===== config.mk =====
export PLATFORM = sky130hd
export DESIGN_NAME = load_aligner
export DESIGN_NICKNAME = d
export VERILOG_FILES = /design/src/rtl/mem_pkg.sv /design/src/rtl/load_extract.sv /design/src/rtl/load_aligner.sv
export SDC_FILE = /design/constraint.sdc
export NUM_CORES = 1
export LEC_CHECK = 0
export CAP_MARGIN = 20
export CORE_MARGIN = 10
export CORE_UTILIZATION = 49
export DETAILED_ROUTE_END_ITERATION = 16
export PLACE_DENSITY = 0.88
export SYNTH_ARGS = -nofsm -noshare
export SYNTH_HDL_FRONTEND = slang
export SYNTH_SLANG_ARGS = --single-unit

===== constraint.sdc =====
create_clock -name clk -period 3.8 [get_ports clk]
set_input_delay 1.14 -clock clk [delete_from_list [all_inputs] [get_ports clk]]
set_output_delay 1.14 -clock clk [all_outputs]
set_load 0.02 [all_outputs]

===== src/rtl/mem_pkg.sv =====
// Memory-side encodings shared by the load aligner and the store byte-enable logic,
// so both paths always agree on the access-size encoding.
package mem_pkg;

   typedef enum logic [1:0] {
      MEM_BYTE = 2'h0,
      MEM_HALF = 2'h1,
      MEM_WORD = 2'h2
   } mem_size_t;

   typedef enum logic [1:0] {
      IDLE,
      WAIT,
      RESP
   } la_state_t;

endpackage


===== src/rtl/load_extract.sv =====
// Pure combinational lane select plus sign/zero extension of a little-endian
// 32-bit read word; shared by any load path that needs sub-word results.
module load_extract
   import mem_pkg::*;
(
   input  logic [31:0] rdata,
   input  logic [1:0]  addr_lo,
   input  mem_size_t   size,
   input  logic        sign,
   output logic [31:0] data
);

   logic [7:0]  byte_lane;
   logic [15:0] half_lane;

   always_comb begin
      byte_lane = 8'(rdata >> {addr_lo, 3'b000});
      // Halfword lane ignores addr_lo[0]: a misaligned half quietly reads the aligned one.
      half_lane = addr_lo[1] ? rdata[31:16] : rdata[15:0];
      case (size)
         MEM_BYTE: data = {{24{sign & byte_lane[7]}}, byte_lane};
         MEM_HALF: data = {{16{sign & half_lane[15]}}, half_lane};
         default:  data = rdata;
      endcase
   end

endmodule


===== src/rtl/load_aligner.sv =====
// Issues one data-memory read per load request, then returns the extracted and
// extended result, or an error response if memory stays silent too long.
module load_aligner
   import mem_pkg::*;
#(
   parameter int TIMEOUT = 255
) (
   input  logic        clk,
   input  logic        reset_n,
   input  logic        req_valid,
   output logic        req_ready,
   input  logic [1:0]  req_addr_lo,
   input  logic [1:0]  req_size,
   input  logic        req_signed,
   output logic        mem_rd_en,
   input  logic [31:0] mem_rdata,
   input  logic        mem_rvalid,
   output logic        rsp_valid,
   input  logic        rsp_ready,
   output logic [31:0] rsp_data,
   output logic        rsp_err,
   output logic        busy
);

   localparam int CW = $clog2(TIMEOUT + 1);

   la_state_t   state, state_nx;
   logic [CW-1:0] count, count_nx;
   logic [1:0]  addr_q;
   mem_size_t   size_q;
   logic        signed_q;
   logic [31:0] ext_data;
   logic        accept, load_rsp, load_err, clear_rsp;

   load_extract u_extract (
      .rdata   (mem_rdata),
      .addr_lo (addr_q),
      .size    (size_q),
      .sign    (signed_q),
      .data    (ext_data)
   );

   assign req_ready = (state == IDLE) | ((state == RESP) & rsp_ready);
   assign busy      = (state != IDLE);

   // Next-state decisions; rvalid wins over the timeout when both land on the same edge.
   always_comb begin
      state_nx  = state;
      count_nx  = count;
      load_rsp  = 1'b0;
      load_err  = 1'b0;
      clear_rsp = 1'b0;
      accept    = req_valid & req_ready;
      case (state)
         IDLE: begin
            if (accept) begin
               state_nx = WAIT;
               count_nx = '0;
            end
         end
         WAIT: begin
            if (mem_rvalid) begin
               state_nx = RESP;
               load_rsp = 1'b1;
            end else begin
               count_nx = count + 1'b1;
               if (count == CW'(TIMEOUT - 1)) begin
                  state_nx = RESP;
                  load_err = 1'b1;
               end
            end
         end
         RESP: begin
            if (rsp_ready) begin
               clear_rsp = 1'b1;
               state_nx  = req_valid ? WAIT : IDLE;
               count_nx  = '0;
            end
         end
         default: state_nx = IDLE;
      endcase
   end

   always_ff @(posedge clk or negedge reset_n) begin
      if (!reset_n) begin
         state     <= IDLE;
         count     <= '0;
         addr_q    <= '0;
         size_q    <= MEM_WORD;
         signed_q  <= 1'b0;
         mem_rd_en <= 1'b0;
         rsp_valid <= 1'b0;
         rsp_data  <= '0;
         rsp_err   <= 1'b0;
      end else begin
         state     <= state_nx;
         count     <= count_nx;
         mem_rd_en <= accept;
         if (accept) begin
            addr_q   <= req_addr_lo;
            size_q   <= (req_size == 2'd3) ? MEM_WORD : mem_size_t'(req_size);
            signed_q <= req_signed;
         end
         if (load_rsp) begin
            rsp_data  <= ext_data;
            rsp_err   <= 1'b0;
            rsp_valid <= 1'b1;
         end else if (load_err) begin
            rsp_data  <= '0;
            rsp_err   <= 1'b1;
            rsp_valid <= 1'b1;
         end else if (clear_rsp) begin
            rsp_valid <= 1'b0;
         end
      end
   end

endmodule


Word level (Yosys, flattened, before mapping)
Index checks and enable logic that the tools add are counted.
- flip-flop bits (word level): 50
- bits of input ports: 42
- output and inout port bits: 37
- logic and storage cells: 60
- add/subtract/negate cells: 1
- equal/unequal tests: 9
- shift operators: 1
- mux-type cells: 27
- bitwise operators: 5
- reductions and logical operators: 8
- operators with widths (cell ; count):
    two-way mux 32 bit ; 2
    one-hot mux 32 bit (2 select lines) ; 1
    right shift 32 x 5 -> 8 bit ; 1
    two-way mux 8 bit ; 3
    one-hot mux 8 bit (3 select lines) ; 1
    two-way mux 16 bit ; 1
    two-way mux 1 bit ; 13
    two-way mux 2 bit ; 5
    adder 8 x 1 -> 8 bit (second input constant) ; 1
    == test 8 bit (second input constant) ; 1
    != test 2 bit (second input constant) ; 3
    one-hot mux 2 bit (3 select lines) ; 1
    nonzero test 3 bit ; 2
    bitwise AND 1 bit ; 4
    == test 2 x 1 -> 1 bit (second input constant) ; 2
    == test 2 bit (second input constant) ; 2
    zero test 2 bit ; 2
    AND reduction 4 bit ; 1
    nonzero test 2 bit ; 2
    != test 3 bit (second input constant) ; 1
    AND reduction 3 bit ; 1
    bitwise OR 1 bit ; 1

Depth between registers and ports, before layout
- depth after elaboration: 6
- gate-level depth with buffers: 7
- mapped depth without buffers: 6

By module
Synthesis repeated with hierarchy kept, for this count alone.
- cell total of the unflattened synthesis: 287
- area, all modules: 3004.1 um2
- by module, submodules not included (module ; times used ; cells an instance ; area an instance (um2) ; seq. area each (um2)):
    load_aligner ; 1 ; 194 ; 2297.2 ; 1252.5
    load_extract ; 1 ; 93 ; 706.9 ; 0.0

Worst setup path before layout
Ideal clock, no wire load.
- path type: input to output
- from: input rsp_ready
- to: output req_ready
- data arrival time: 1.553 ns
- data required time: 2.660 ns
- setup slack: 1.107 ns
- cell stages on the path: 2
- buffers on the path: 0
- cell sequence: inv_1 > a21oi_1
- longest elaborated chain between the ends: 2
- ends and longest elaborated chain (what ; line ; text):
    start, declared ; load_aligner.sv:19 ; input logic rsp_ready,
    bitwise AND 1 bit ; load_aligner.sv:43 ; assign req_ready = (state == IDLE) | ((state == RESP) & rsp_ready);
    bitwise OR 1 bit ; load_aligner.sv:43 ;
    end, declared ; load_aligner.sv:11 ; output logic req_ready,
Every way passes these cells.

Final worst setup path
Ends and elaborated chain as after synthesis.

==> results.md <==
* Status: finished, final reports clean
* Vias/cell at 5.78
* Leakage Power at between 1 and 1.5 nW
* Iteration-0 DRC Markers at ~170
* Final Instance Area at 3510 sq um
* Top_reg_cell synth: dfrtp_1
* Clock Power Share at between 10% and 20%
* Worst-case clock buffer depth at 2
* Post-Route WL at 7360 um
* Top cell type's share of synthesized area at 47.2%
* Post-CTS Setup Repair Bufs at 0
* HPWL after DPL at around 5500 um
* Post-placement cell count at between 300 and 400
* Clk pin slew, worst setup/hold paths at approximately 0.08 ns
* Crit start category: input pin
* Seq/Total Area, Yosys at 48.2%
* TritonCTS Sinks at 50
* H-tree levels at 2
* Global placement routability congestion at between 0.8 and 0.9
* Maximum clock frequency at around 280 MHz
* Worst Hold Class: register to register
* Commonest non-fill, non-tap cell in the layout: clkdlybuf4s50_1
* CP Class: input pin to output port
* CP Launch Point: rsp_ready
* Area of placed instances at ~3400 sq um
* Internal at between 1.5 and 2 mW
* Cts repair resizes at 0
* Core outline area at between 5000 and 6000 sq um
* Worst Path Required at 2.66 ns
* Post-layout util at approximately two thirds
* Synth Net Count at around 280
* Post-route ant nets at 0
* I/O Buffers at 78
* Finish-stage setup viols at 0
* Post-route clock skew at 0.0111 ns
* Post-synth ARST share at 100%
* Global-route wire length before repair at around 12,000 um
* Chip width at slightly above 90 um
* TNS Setup at 0 ns
* Row count at 26
* GRT Total Usage at 17.4%
* Unrepaired setup endpoints after global routing: no
* Slew headroom at around 53%
* Crit end category: output port
* Vias in the first global route at around 2,200
* P&R area growth vs syn at 35.0%
* Commonest non-fill, non-tap cells in the layout: clkdlybuf4s50_1, dfrtp_1, nand2_1
* Post-Layout Cell Count at approximately 380
* Post-synth cell types at 42
* Post-Syn Area at between 2000 and 3000 sq um
* Pin count of the biggest net entering global routing at 51
* Via Count at 2,180
* Gr ovfl total at 0
* Syn Inst Count at about 230
* Peak fanout along the critical path at 3
* Hold Path Origin: rsp_data[13]
* Sequential share of power at between 30% and 40%
* Power per cell area at 762 nW/um^2
* Pre-antenna DRT Iters at 4
* Clk root buf: clkbuf_8
* Clk_lat worst skew at slightly above 0.3 ns
* Final Cycle Share at between 90% and 100%
* Share of total power in combinational logic at approximately half
* Switching power total at between 1 and 1.5 mW
* Die span in y at 92.8 um
* Share of layout cells above drive strength 1 at between 10% and 20%
* TritonCTS buffer count at 5
* Initial antenna violation count at 0
* Worst vdd ir at around 0.37 mV
* Io pins at approximately 80
* Post-layout min period at between 3 and 4 ns
* Synth area leader: dfrtp_1
* Initial Utilization at 50.5%
* EDFF count, synth at 0
* Critical R2R Launch: addr_q[1]
* Final Hold Vio Count at 0
* Cts hold-fix bufs at 0
* Count of final max-slew check failures at 0
* Ys Warns at 0
* Worst-Margin Slew at 0.698 ns
* DIE AREA at between 8000 and 9000 sq um
* Number of diodes at 0
* Final nets at 350
* CTS tree: yes
* Switching share of total power at 40.2%
* DRC viols at 0
* Max_cap viols at 0
* Main area contributors after synthesis: dfrtp_1, a221o_1, mux2_2
* WL per Instance at a little under 20 um
* Synthesized area per cell at 11.1 sq um
* Critical path arrival at about 2.5 ns
* FF+latch count, synth at 50
per-layer routing:
metal	vias to the layer above	wire (um)	global-route usage [%]
li1	1009	-	-
met1	1089	3420	23.0
met2	75	3390	26.6
met3	7	461	5.25
met4	0	83	5.40
met5	-	0	0
registers in the layout, indices dropped and copies added, names as in the netlist:
register and count:
rsp_data 32, count 8, addr_q 2, size_q 2, state 2, mem_rd_en 1, rsp_err 1, rsp_valid 1
signed_q 1
Yosys cell counts (3+ instances only):
master / number
dfrtp_1: 49
nand2_1: 23
nand2b_1: 20
a221o_1: 16
mux2_2: 12
mux2i_1: 11
clkbuf_1: 10
o21ai_0: 10
a32o_1: 9
nor2b_1: 8
o2bb2ai_1: 7
nor2_1: 6
inv_1: 5
nand3_1: 5
a21oi_1: 3
buf_2: 3
xnor2_1: 3
power groups by stage:
stage | Sequential (mW) | Clock, mW | Combinational [mW]
finish | 0.991 | 0.302 | 1.38
global route | 1.03 | 0.326 | 1.49
detailed placement | 0.995 | 0 | 1.39
CTS | 0.992 | 0.308 | 1.39
floorplan | 1.11 | 0 | 0.678
global placement | 0.989 | 0 | 1.35
critical path, stage by stage:
cell and delay (ns):
clkdlybuf4s50_1 0.49, inv_1 0.06, a21oi_1 0.16, clkdlybuf4s50_1 0.63
area by class of cell:
type | instances | area, sq um
flip-flops and latches | 50 | 1250
fillers | 434 | 1630
clock buffers | 8 | 80.1
well taps | 70 | 87.6
inverters | 5 | 18.8
multi-input cells | 163 | 1250
repair buffers | 81 | 818
kinds of logic (layout without fill, tap and decap cells):
group / count (synthesis) / in the layout / share of synthesized area [%]
AO/OA/AOI/OAI: 56 / 56 / 19.1
XOR/XNOR: 3 / 3 / 1.01
adder cells (fa/ha/maj): 2 / 2 / 0.963
buffers and inverters: 21 / 94 / 3.81
flip-flops: 50 / 50 / 48.2
multiplexers: 24 / 24 / 10.3
AND/OR/NAND/NOR: 78 / 78 / 16.6
metrics by stage:
step / total power [mW] / worst slack [ns] / hold WS [ns]
after floorplan: 1.79 / 1.11 / 0.510
after global placement: 2.34 / 0.193 / 0.473
after detailed placement: 2.38 / 0.170 / 0.473
after CTS: 2.69 / 0.159 / 0.503
after global routing: 2.84 / 0.0402 / 0.516
final: 2.67 / 0.175 / 0.501
final timing paths:
| kind | endpoint | slack, ns | depth (start not counted) |
|---|---|---|---|
| worst max register to register | rsp_data[15] | 1.61 | 4 |
| worst max-delay path | req_ready | 0.18 | 4 |
| max in group asynchronous | rsp_data[2] | 2.43 | 2 |
| worst min-delay path | rsp_data[13] | 0.50 | 1 |
| min in group asynchronous | rsp_data[22] | 0.84 | 1 |
| worst min register to register | rsp_data[13] | 0.50 | 1 |
Power figures use the tool's default switching activity.
